`src/rtl/sl_pkg.sv`:
```
// Shared SL line definitions: transmitter state encoding, line symbols and config bit positions.
// Reused by both the SL transmitter and the SL receiver.
package sl_pkg;

    typedef enum logic [2:0] {
        StIdle,
        StData,
        StDend,
        StPar,
        StPend,
        StStop,
        StSend,
        StGap
    } sl_tx_state_t;

    // Line symbols as {sl0, sl1}
    localparam logic [1:0] SL_LINE_IDLE = 2'b11;
    localparam logic [1:0] SL_LINE_ONE  = 2'b10;
    localparam logic [1:0] SL_LINE_ZERO = 2'b01;
    localparam logic [1:0] SL_LINE_STOP = 2'b00;

    // Field positions inside the register-block config word
    localparam int unsigned SL_CFG_PAR_EN_BIT  = 0;
    localparam int unsigned SL_CFG_PAR_ODD_BIT = 1;
    localparam int unsigned SL_CFG_BITS_LSB    = 8;
    localparam int unsigned SL_CFG_DIV_LSB     = 16;
    localparam int unsigned SL_CFG_GAP_LSB     = 24;

    function automatic logic [1:0] sl_bit_enc(input logic b);
        return b ? SL_LINE_ONE : SL_LINE_ZERO;
    endfunction

endpackage

```
`src/rtl/sl_sync_fifo.sv`:
```
// Single-clock FIFO with occupancy count; push when full and pop when empty are ignored.
module sl_sync_fifo #(
    parameter int unsigned WIDTH = 32,
    parameter int unsigned DEPTH = 4
) (
    input  logic                           clk,
    input  logic                           rst_n,
    input  logic                           push,
    input  logic                           pop,
    input  logic [WIDTH-1:0]               wr_data,
    output logic [WIDTH-1:0]               rd_data,
    output logic [$clog2(DEPTH+1)-1:0]     level,
    output logic                           full,
    output logic                           empty
);

    localparam int unsigned PW = $clog2(DEPTH);
    localparam int unsigned LW = $clog2(DEPTH + 1);

    logic [WIDTH-1:0] mem [DEPTH];
    logic [PW-1:0]    wr_ptr_q, rd_ptr_q;
    logic [LW-1:0]    level_q;
    logic             do_push, do_pop;

    assign full    = (level_q == LW'(DEPTH));
    assign empty   = (level_q == '0);
    assign do_push = push && !full;
    assign do_pop  = pop && !empty;
    assign rd_data = mem[rd_ptr_q];
    assign level   = level_q;

    always_ff @(posedge clk) begin
        if (do_push) begin
            mem[wr_ptr_q] <= wr_data;
        end
    end

    // Pointers wrap naturally because DEPTH is a power of two
    always_ff @(posedge clk or negedge rst_n) begin
        if (!rst_n) begin
            wr_ptr_q <= '0;
            rd_ptr_q <= '0;
            level_q  <= '0;
        end else begin
            if (do_push) wr_ptr_q <= wr_ptr_q + PW'(1);
            if (do_pop)  rd_ptr_q <= rd_ptr_q + PW'(1);
            if (do_push && !do_pop)      level_q <= level_q + LW'(1);
            else if (do_pop && !do_push) level_q <= level_q - LW'(1);
        end
    end

endmodule

```
`src/rtl/sl_tx_fifo.sv`:
```
// Buffered SL two-wire transmitter: FIFO of words serialised with per-word latched framing config.
// Line outputs are registered from the current state, so they trail the FSM by one cycle.
module sl_tx_fifo
    import sl_pkg::*;
#(
    parameter int unsigned DATA_W     = 32,
    parameter int unsigned FIFO_DEPTH = 4,
    parameter int unsigned DIV_W      = 8,
    parameter int unsigned GAP_W      = 4
) (
    input  logic                               clk,
    input  logic                               rst_n,
    input  logic [DATA_W-1:0]                  wr_data,
    input  logic                               wr_valid,
    output logic                               wr_ready,
    input  logic [$clog2(DATA_W+1)-1:0]        cfg_bits,
    input  logic [DIV_W-1:0]                   cfg_div,
    input  logic                               cfg_par_en,
    input  logic                               cfg_par_odd,
    input  logic [GAP_W-1:0]                   cfg_gap,
    output logic                               sl0,
    output logic                               sl1,
    output logic                               busy,
    output logic                               word_done,
    output logic [$clog2(FIFO_DEPTH+1)-1:0]    fifo_level
);

    localparam int unsigned BW = $clog2(DATA_W + 1);

    sl_tx_state_t      state_q, state_d;
    logic [DIV_W-1:0]  phase_q, phase_d, div_q, div_d;
    logic [BW-1:0]     bitcnt_q, bitcnt_d, bits_q, bits_d, bits_clamped;
    logic [GAP_W-1:0]  gapcnt_q, gapcnt_d, gap_q, gap_d;
    logic [DATA_W-1:0] shift_q, shift_d, fifo_rd;
    logic              acc_q, acc_d, par_q, par_d, odd_q, odd_d;
    logic [1:0]        line_q, line_d;
    logic              done_q, done_d;
    logic              fifo_full, fifo_empty, pop, phase_end;
    logic [BW:0]       bit_nxt;
    logic [GAP_W:0]    gap_nxt;

    assign pop       = (state_q == StIdle) && !fifo_empty;
    assign wr_ready  = !fifo_full;
    assign busy      = (state_q != StIdle) || pop;
    assign sl0       = line_q[1];
    assign sl1       = line_q[0];
    assign word_done = done_q;
    assign phase_end = (phase_q == div_q);
    assign bit_nxt   = {1'b0, bitcnt_q} + (BW + 1)'(1);
    assign gap_nxt   = {1'b0, gapcnt_q} + (GAP_W + 1)'(1);

    assign bits_clamped = (cfg_bits == '0)         ? BW'(1) :
                          (cfg_bits > BW'(DATA_W)) ? BW'(DATA_W) : cfg_bits;

    sl_sync_fifo #(
        .WIDTH (DATA_W),
        .DEPTH (FIFO_DEPTH)
    ) u_fifo (
        .clk     (clk),
        .rst_n   (rst_n),
        .push    (wr_valid),
        .pop     (pop),
        .wr_data (wr_data),
        .rd_data (fifo_rd),
        .level   (fifo_level),
        .full    (fifo_full),
        .empty   (fifo_empty)
    );

    always_comb begin
        state_d  = state_q;
        phase_d  = phase_q;
        bitcnt_d = bitcnt_q;
        gapcnt_d = gapcnt_q;
        shift_d  = shift_q;
        acc_d    = acc_q;
        bits_d   = bits_q;
        div_d    = div_q;
        par_d    = par_q;
        odd_d    = odd_q;
        gap_d    = gap_q;
        line_d   = SL_LINE_IDLE;
        done_d   = 1'b0;

        if (state_q != StIdle) begin
            phase_d = phase_end ? '0 : phase_q + DIV_W'(1);
        end

        unique case (state_q)
            StIdle: begin
                phase_d = '0;
                if (!fifo_empty) begin
                    shift_d  = fifo_rd;
                    bitcnt_d = '0;
                    gapcnt_d = '0;
                    acc_d    = 1'b0;
                    bits_d   = bits_clamped;
                    div_d    = cfg_div;
                    par_d    = cfg_par_en;
                    odd_d    = cfg_par_odd;
                    gap_d    = cfg_gap;
                    state_d  = StData;
                end
            end
            StData: begin
                line_d = sl_bit_enc(shift_q[0]);
                if (phase_end) begin
                    acc_d   = acc_q ^ shift_q[0];
                    state_d = StDend;
                end
            end
            StDend: begin
                if (phase_end) begin
                    shift_d  = shift_q >> 1;
                    bitcnt_d = bit_nxt[BW-1:0];
                    if (bit_nxt < {1'b0, bits_q}) state_d = StData;
                    else if (par_q)               state_d = StPar;
                    else                          state_d = StStop;
                end
            end
            StPar: begin
                line_d = sl_bit_enc(acc_q ^ odd_q);
                if (phase_end) state_d = StPend;
            end
            StPend: begin
                if (phase_end) state_d = StStop;
            end
            StStop: begin
                line_d = SL_LINE_STOP;
                if (phase_end) state_d = StSend;
            end
            StSend: begin
                if (phase_end) begin
                    done_d  = 1'b1;
                    state_d = (gap_q != '0) ? StGap : StIdle;
                end
            end
            StGap: begin
                if (phase_end) begin
                    if (gap_nxt == {1'b0, gap_q}) state_d = StIdle;
                    else                          gapcnt_d = gap_nxt[GAP_W-1:0];
                end
            end
            default: state_d = StIdle;
        endcase
    end

    always_ff @(posedge clk or negedge rst_n) begin
        if (!rst_n) begin
            state_q  <= StIdle;
            phase_q  <= '0;
            bitcnt_q <= '0;
            gapcnt_q <= '0;
            shift_q  <= '0;
            acc_q    <= 1'b0;
            bits_q   <= BW'(1);
            div_q    <= '0;
            par_q    <= 1'b0;
            odd_q    <= 1'b0;
            gap_q    <= '0;
            line_q   <= SL_LINE_IDLE;
            done_q   <= 1'b0;
        end else begin
            state_q  <= state_d;
            phase_q  <= phase_d;
            bitcnt_q <= bitcnt_d;
            gapcnt_q <= gapcnt_d;
            shift_q  <= shift_d;
            acc_q    <= acc_d;
            bits_q   <= bits_d;
            div_q    <= div_d;
            par_q    <= par_d;
            odd_q    <= odd_d;
            gap_q    <= gap_d;
            line_q   <= line_d;
            done_q   <= done_d;
        end
    end

endmodule

```
`config.mk`:
```
export PLATFORM = sky130hd
export DESIGN_NAME = sl_tx_fifo
export DESIGN_NICKNAME = d
export VERILOG_FILES = /design/src/rtl/sl_pkg.sv /design/src/rtl/sl_sync_fifo.sv /design/src/rtl/sl_tx_fifo.sv
export SDC_FILE = /design/constraint.sdc
export NUM_CORES = 1
export LEC_CHECK = 0
export ABC_AREA = 1
export CAP_MARGIN = 20
export CORE_MARGIN = 2
export CORE_UTILIZATION = 41
export CTS_BUF_LIST = sky130_fd_sc_hd__clkbuf_2
export CTS_CLUSTER_DIAMETER = 60
export DETAILED_ROUTE_END_ITERATION = 7
export PLACE_DENSITY = 0.63
export SYNTH_ARGS = -nofsm -noshare
export SYNTH_HDL_FRONTEND = slang
export SYNTH_SLANG_ARGS = --single-unit
```
`constraint.sdc`:
```
create_clock -name clk -period 5.49 [get_ports clk]
set_clock_uncertainty 0.05 [all_clocks]
set_input_delay 1.3725 -clock clk [delete_from_list [all_inputs] [get_ports clk]]
set_output_delay 1.3725 -clock clk [all_outputs]
set_load 0.005 [all_outputs]
```
==> results_tabular.tex <==
\begin{tabular}{lr}
\hline
Metric & Value \\
\hline
\multicolumn{2}{l}{\textbf{Timing}} \\
\quad Accumulated negative setup slack & 0 ns \\
\quad Achievable frequency & between 0.2 and 0.3 GHz \\
\quad Final setup violation count & 0 \\
\quad Least setup slack across all paths after layout & around 1.8 ns \\
\quad Setup repair after global routing missed its margin & false \\
\quad Worst-margin pin slew & between 0.9 and 1 ns \\
\quad Final Max Tran Viols & 0 \\
\quad Post-route minimum period & 3.68 ns \\
\quad Final hold violations & 0 \\
\quad Worst-case headroom to the max-slew limit & between 30 and 40\% \\
\quad Post-route clock period utilization & 67.0\% \\
\multicolumn{2}{l}{\textbf{Synth}} \\
\quad Syn Std Cell Area & 9190 µm² \\
\quad Fraction of post-synthesis cell area in the top cell type by area & roughly two fifths \\
\quad Number of distinct library cell variants in the gate-level netlist after synthesis & 37 \\
\quad Largest area contributor in the synthesized netlist & edfxtp\_1 \\
\quad Post-synthesis register bit count & 212 \\
\quad Post-Syn Area per Cell & 10.6 µm² \\
\quad Total nets after synthesis & 932 \\
\quad Synth Warn \# & 0 \\
\quad Top cells by area, synth & edfxtp\_1 42\%, dfrtp\_1 22\%, o21ai\_0 5.8\% \\
\quad Fraction of the yosys area taken by sequential cells & 64.8\% \\
\quad Cell count after synthesis & approximately 860 \\
\multicolumn{2}{l}{\textbf{Hold path}} \\
\quad Cell depth of the worst min-delay path & 2 \\
\quad Path type of the worst min-delay path & flop to flop \\
\quad Destination of the worst hold path & bits\_q[0] \\
\quad Hold Startpoint & bits\_q[0] \\
\multicolumn{2}{l}{\textbf{Floorplanning}} \\
\quad Number of top-level pins & 63 \\
\quad Core area & 21900 µm² \\
\quad Area of the die & 23600 µm² \\
\quad Chip height & roughly 150 µm \\
\quad Initial core utilization & 42.0\% \\
\quad Die width & about 150 µm \\
\quad Number of placement rows & 54 \\
\multicolumn{2}{l}{\textbf{Worst setup path}} \\
\quad Cells along the critical path & nor2\_2 > nand2\_4 > nor2\_4 > inv\_1 > clkdlybuf4s50\_1 \\
\quad Number of buffers and inverters on the critical path & 2 \\
\quad Endpoint type of the worst setup path & output port \\
\quad Cell type of the slowest stage on the worst timing path & dfrtp\_1 \\
\quad Required time of the worst setup path & approximately 4.1 ns \\
\quad Type of the worst setup path & flop to output port \\
\quad Reg2Reg Setup Slack & around 2.9 ns \\
\quad Reg-to-reg endpoint & u\_fifo.level[2] \\
\quad Launching element type of the critical path & flop \\
\quad FF-to-FF Start & u\_fifo.level[1] \\
\quad Crit-path leading delay family & buffers and inverters \\
\quad Maximum fanout encountered on the critical timing path & 7 \\
\quad Cell depth of the worst setup path & 5 \\
\quad CP peak stage delay & 0.49 ns \\
\quad Number of cell instances on the worst register-to-register path & 11 \\
\quad Data arrival time at the worst-slack endpoint & 2.25 ns \\
\multicolumn{2}{l}{\textbf{Place}} \\
\quad Post-Place Cells & 1178 \\
\quad Area after detailed placement & 10100 µm² \\
\quad Post-Place Setup Slack & 2.12 ns \\
\quad Final estimated routing congestion in global placement & 0.782 \\
\quad DPL Wire Length & 10.3 mm \\
\quad Port-buffer cells & 62 \\
\multicolumn{2}{l}{\textbf{CTS}} \\
\quad Number of buffers inserted to repair setup after CTS & 0 \\
\quad Number of buffers created by CTS & 53 \\
\quad Master cell of the clock root buffer & clkbuf\_2 \\
\quad Clock tree from TritonCTS & done \\
\quad Source-to-sink clock delay at the later pin of the worst-skew pair & 0.83 ns \\
\quad Resized Gates After CTS & 0 \\
\quad Number of levels the H-tree was split into & 2 \\
\quad Clock-pin slew on the worst setup and hold paths & 0.12 ns \\
\quad Clock Path Buffers & 3 \\
\quad CTS hold repair buffers & 0 \\
\quad Num Clock Sinks & between 200 and 250 \\
\multicolumn{2}{l}{\textbf{Routing}} \\
\quad Initial DRT Pass Iterations & 4 \\
\quad Number of violations reported at the end of detailed-routing iteration 0 & 294 \\
\quad Post-detailed-route DRC marker count & 0 \\
\quad Vias post-DR & around 6200 \\
\quad Routed wire length per instance & 14.0 µm \\
\quad Number of nets still failing antenna checks after routing & 0 \\
\quad Sum of routed wire length over all layers & roughly 18 mm \\
\quad Post-DR vias/cell & 4.82 \\
\multicolumn{2}{l}{\textbf{Layout}} \\
\quad Utilization after layout & 48.3\% \\
\quad Final std cells w/o fill & 1279 \\
\quad Area growth syn-to-layout & 15.1\% \\
\quad Fraction of final layout cells with drive strength greater than 1 & 14.4\% \\
\quad Most frequent cells in the layout & 141 x nand2\_1, 128 x edfxtp\_1, 118 x nor2\_1, 107 x o21ai\_0, 80 x dfrtp\_1 \\
\quad Nets & 1023 \\
\quad Most common library cell in the layout ignoring fill and taps & nand2\_1 \\
\quad Post-route standard cell area excluding fillers & about 11000 µm² \\
\multicolumn{2}{l}{\textbf{Global route}} \\
\quad Grt ovf & 0 \\
\quad Largest net degree at the start of global routing & 76 \\
\quad Wire length of the first global-routing pass & 29.7 mm \\
\quad Met1 Usage GRT & 20.6\% \\
\quad GR Layer Usage met2 & 24.5\% \\
\quad Total track usage & around 15\% \\
\quad Met3 GRT Util & between 3 and 4\% \\
\quad Number of antenna violations at the first check in global routing & 1 \\
\quad Number of global-route vias before repair & 6016 \\
\quad Global-route layer with the greatest usage & met2 \\
\multicolumn{2}{l}{\textbf{Power}} \\
\quad Worst supply voltage drop on vdd & 0.000256 V \\
\quad Power density normalized to cell area & 518 nW/µm² \\
\quad LEAKAGE & 4.36 nW \\
\multicolumn{2}{l}{\textbf{Run status}} \\
\quad Outcome & completed \\
\multicolumn{2}{l}{\textbf{Run}} \\
\quad Max-cap check violation count & 0 \\
\hline
\end{tabular}
==> per-layer routing <==
layer / part of all wire (%) / wire length [µm]
met1: 48 / 8560
met2: 45 / 8060
met3: 4.8 / 858
met4: 2.2 / 391
met5: 0 / 0
==> synth_stat cells <==
master and count:
nand2_4 1, nor2_2 3, nand2_1 142, a21oi_2 30, inv_1 76, o21ai_0 107
nand3b_1 3, clkbuf_1 26, a31oi_1 1, nor3_4 1, nor4_1 1, fa_1 1
dfstp_2 3, edfxtp_1 128, nand4_1 6, nand3_1 23, nor3_2 1, buf_6 5
clkinv_1 1, a21oi_1 11, and3_1 1, nor3_1 2, nor2_4 1, nand2_2 2
o221ai_1 2, xnor2_1 13, o22ai_1 31, nor2_1 122, xor2_1 9, ha_1 13
o211ai_1 1, buf_2 2, buf_4 1, buf_1 3, dfrtp_1 81, inv_2 2
o21ai_1 7
==> state kept, by name, indices dropped and copies added (netlist names) <==
register and count:
u_fifo.mem 128, shift_q 32, div_q 8, phase_q 8, bitcnt_q 6, bits_q 6, gap_q 4, gapcnt_q 4
state_q 3, u_fifo.level 3, line_q 2, u_fifo.rd_ptr_q 2, u_fifo.wr_ptr_q 2, acc_q 1, odd_q 1, par_q 1
word_done 1
==> where the power goes <==
group	total, W	internal, W	leakage, nW	switching [W]
logic	0.00211	0.000740	1.82	0.00137
clock network	0.00102	0.000381	0.360	0.000641
registers	0.00235	0.00217	2.19	0.000178
total	0.00548	0.00329	4.36	0.00219
==> cell families (layout without fill, tap and decap cells) <==
logic type / Yosys count / after routing / share of synthesized area [%]
buffers and inverters: 116 / 251 / 5.22
other: 0 / 1 / 0
XOR/XNOR: 22 / 22 / 2.10
adder cells (fa/ha/maj): 14 / 14 / 1.99
flip-flops: 212 / 212 / 64.8
AO/OA/AOI/OAI: 190 / 190 / 12.1
AND/OR/NAND/NOR: 309 / 309 / 13.8
==> final cells by class <==
cell class              count  area, µm²
diodes                      1       2.50
clock buffers              75        375
clock inverters            24        110
fillers                  2062      11300
inverters                  79        297
multi-input cells         535       2770
flip-flops and latches    212       5950
well taps                 280        350
repair buffers             73        721
==> worst reg2reg max path: stages (launching register included) <==
cell and delay (ns):
dfrtp_1 0.43, inv_1 0.10, nand3_1 0.19, inv_1 0.12
nor2_2 0.04, inv_1 0.40, ha_1 0.24, inv_1 0.07
fa_1 0.38, a21oi_1 0.16, o21ai_0 0.13, xor2_1 0.16
==> through the flow <==
| stage | total power (W) | hold WS (ns) |
|---|---|---|
| global route | 0.00597 | 0.425 |
| finish | 0.00548 | 0.441 |
| floorplan | 0.00396 | 0.398 |
| global placement | 0.00445 | 0.416 |
| detailed placement | 0.00449 | 0.416 |
| CTS | 0.00554 | 0.405 |
==> worst max path at each step <==
stage / to / start / slack, ns
3_5_place_dp: u_fifo.level[2] / wr_valid / 2.12
6_report: busy / state_q[2] / 1.81
5_1_grt: busy / state_q[2] / 1.62
3_3_place_gp: u_fifo.level[2] / wr_valid / 2.15
4_1_cts: busy / u_fifo.level[1] / 1.72
2_1_floorplan: u_fifo.mem[0][0] / wr_valid / 2.15
Note: power is estimated with default switching activity, not from simulation.
==> edit (same flow settings) <==
`FIFO_DEPTH`: 4 -> 2.
--- a/src/rtl/sl_tx_fifo.sv
+++ b/src/rtl/sl_tx_fifo.sv
@@ -6,3 +6,3 @@
     parameter int unsigned DATA_W     = 32,
-    parameter int unsigned FIFO_DEPTH = 4,
+    parameter int unsigned FIFO_DEPTH = 2,
     parameter int unsigned DIV_W      = 8,
Interface: changed (resized fifo_level); port bits go from 63 to 62. The function was not compared with the original's and may differ.
==> edit against the unedited design <==
Count of clock-buffer cells in the layout decreased by 56. Power is 31% lower. Sequential cell count down 67. Setup slack improved by 0.037 ns. Area after synthesis decreased by 31%. Sequential share of layout area shrank 3.1 points. Non-clock buffer count is 7 lower. Design area is 30% lower. Routed wire length down 33%. Critical path type unchanged.
==> edit: results (changes against the unedited design) <==
- Vias per inst: 4.91 (was 4.82)
- Leading post-synthesis cells by cell area: sky130_fd_sc_hd__dfrtp_1, sky130_fd_sc_hd__edfxtp_1, sky130_fd_sc_hd__nand2_1, sky130_fd_sc_hd__o21ai_0, sky130_fd_sc_hd__nand3_1 (was sky130_fd_sc_hd__edfxtp_1, sky130_fd_sc_hd__dfrtp_1, sky130_fd_sc_hd__o21ai_0, sky130_fd_sc_hd__nand2_1, sky130_fd_sc_hd__nor2_1)
- Placed wire-length estimate: 7.48 mm (was 10.3 mm)
- Registers with the highest flip-flop counts: u_fifo.mem (64), shift_q (32) (was u_fifo.mem (128), shift_q (32))
- Fraction of power consumed by the clock network: 16.9% (was 18.7%)
- First-pass iteration count of the detailed router: 5 (was 4)
- DRC marker count from the first detailed-route iteration: 270 (was 294)
- FMAX: 0.275 GHz (was 0.272 GHz)
- Placed inst area: 7080 µm² (was 10100 µm²)
- Area fraction in compound gates after synthesis: 8.61% (was 12.1%)
- H-tree levels: 4 (was 2)
- CP peak stage delay: 0.53 ns (was 0.49 ns)
- Overall Global Routing Usage: 15.6% (was 15.4%)
- Share of flip-flops with an asynchronous set or reset: 55.9% (was 39.6%)
- Proportion of layout cells with a drive suffix above 1: 9.44% (was 14.4%)
- Cells on worst reg2reg path: 15 (was 11)
- Total CTS buffers: 17 (was 53)
- DR WL met2: 5.64 mm (was 8.06 mm)
- Relative contribution of combinational cells to total power: 37.9% (was 38.5%)
- Count of buffers from port buffering: 61 (was 62)
- Sequential-to-total area share from yosys stat: 62.1% (was 64.8%)
- Worst rel slew slack: 34.6% (was 37.2%)
- Number of synthesized flops with an enable pin: 64 (was 128)
- Met3 layer wire length in the routed design: 545 µm (was 858 µm)
- CTS Buffer Depth: 2 (was 3)
- Static Leak: 0.00322 µW (was 0.00436 µW)
- Met2 Usage GRT: 25.6% (was 24.5%)
- Cell total after placement: 862 (was 1178)
- Final Hold Slack: 0.454 ns (was 0.441 ns)
- Gp weighted congestion: 0.833 (was 0.782)
- Outcome: completed (unchanged)
- Number of distinct standard cells referenced by the synthesized netlist: 32 (was 37)
- Average footprint of a synthesized cell: 9.98 µm² (was 10.6 µm²)
- Start point of the critical path: state_q[1]$_DFFE_PN0P_ (was state_q[2]$_DFFE_PN0P_)
- Clock latency reported for the late side of the worst-skew pair: 0.68 ns (was 0.83 ns)
- Wire per inst: 13.3 µm (was 14.0 µm)
- Startpoint of the most critical hold path: shift_q[31]$_DFFE_PN0P_ (was bits_q[0]$_DFFE_PN1P_)
- Worst Path Max Fanout: 9 (was 7)
[edit: cell count changes in the layout (fill, tap and decap cells not counted), sizes merged, moves of 6 or more]
cell | before | now
buf | 12 | 6
nand2 | 145 | 203
nand3 | 23 | 55
o22ai | 31 | 0
clkbuf | 75 | 19
a21oi | 41 | 10
o21ai | 114 | 80
inv | 79 | 40
nor2 | 126 | 32
edfxtp | 128 | 64
clkinv | 22 | 6
[edit: area by class of cell]
class                   count  area (µm²)
clock inverters            13         159
clock buffers              19        95.1
well taps                 188         235
fillers                  1410        7760
flip-flops and latches    145        3950
repair buffers             66         718
multi-input cells         430        2140
diodes                      1        2.50
inverters                  37         139
[edit: tightest hold or removal path, cell delays in order (launching register included)]
cell and delay (ns):
sky130_fd_sc_hd__dfrtp_1 0.38, sky130_fd_sc_hd__nand2_1 0.06, sky130_fd_sc_hd__o21ai_2 0.04
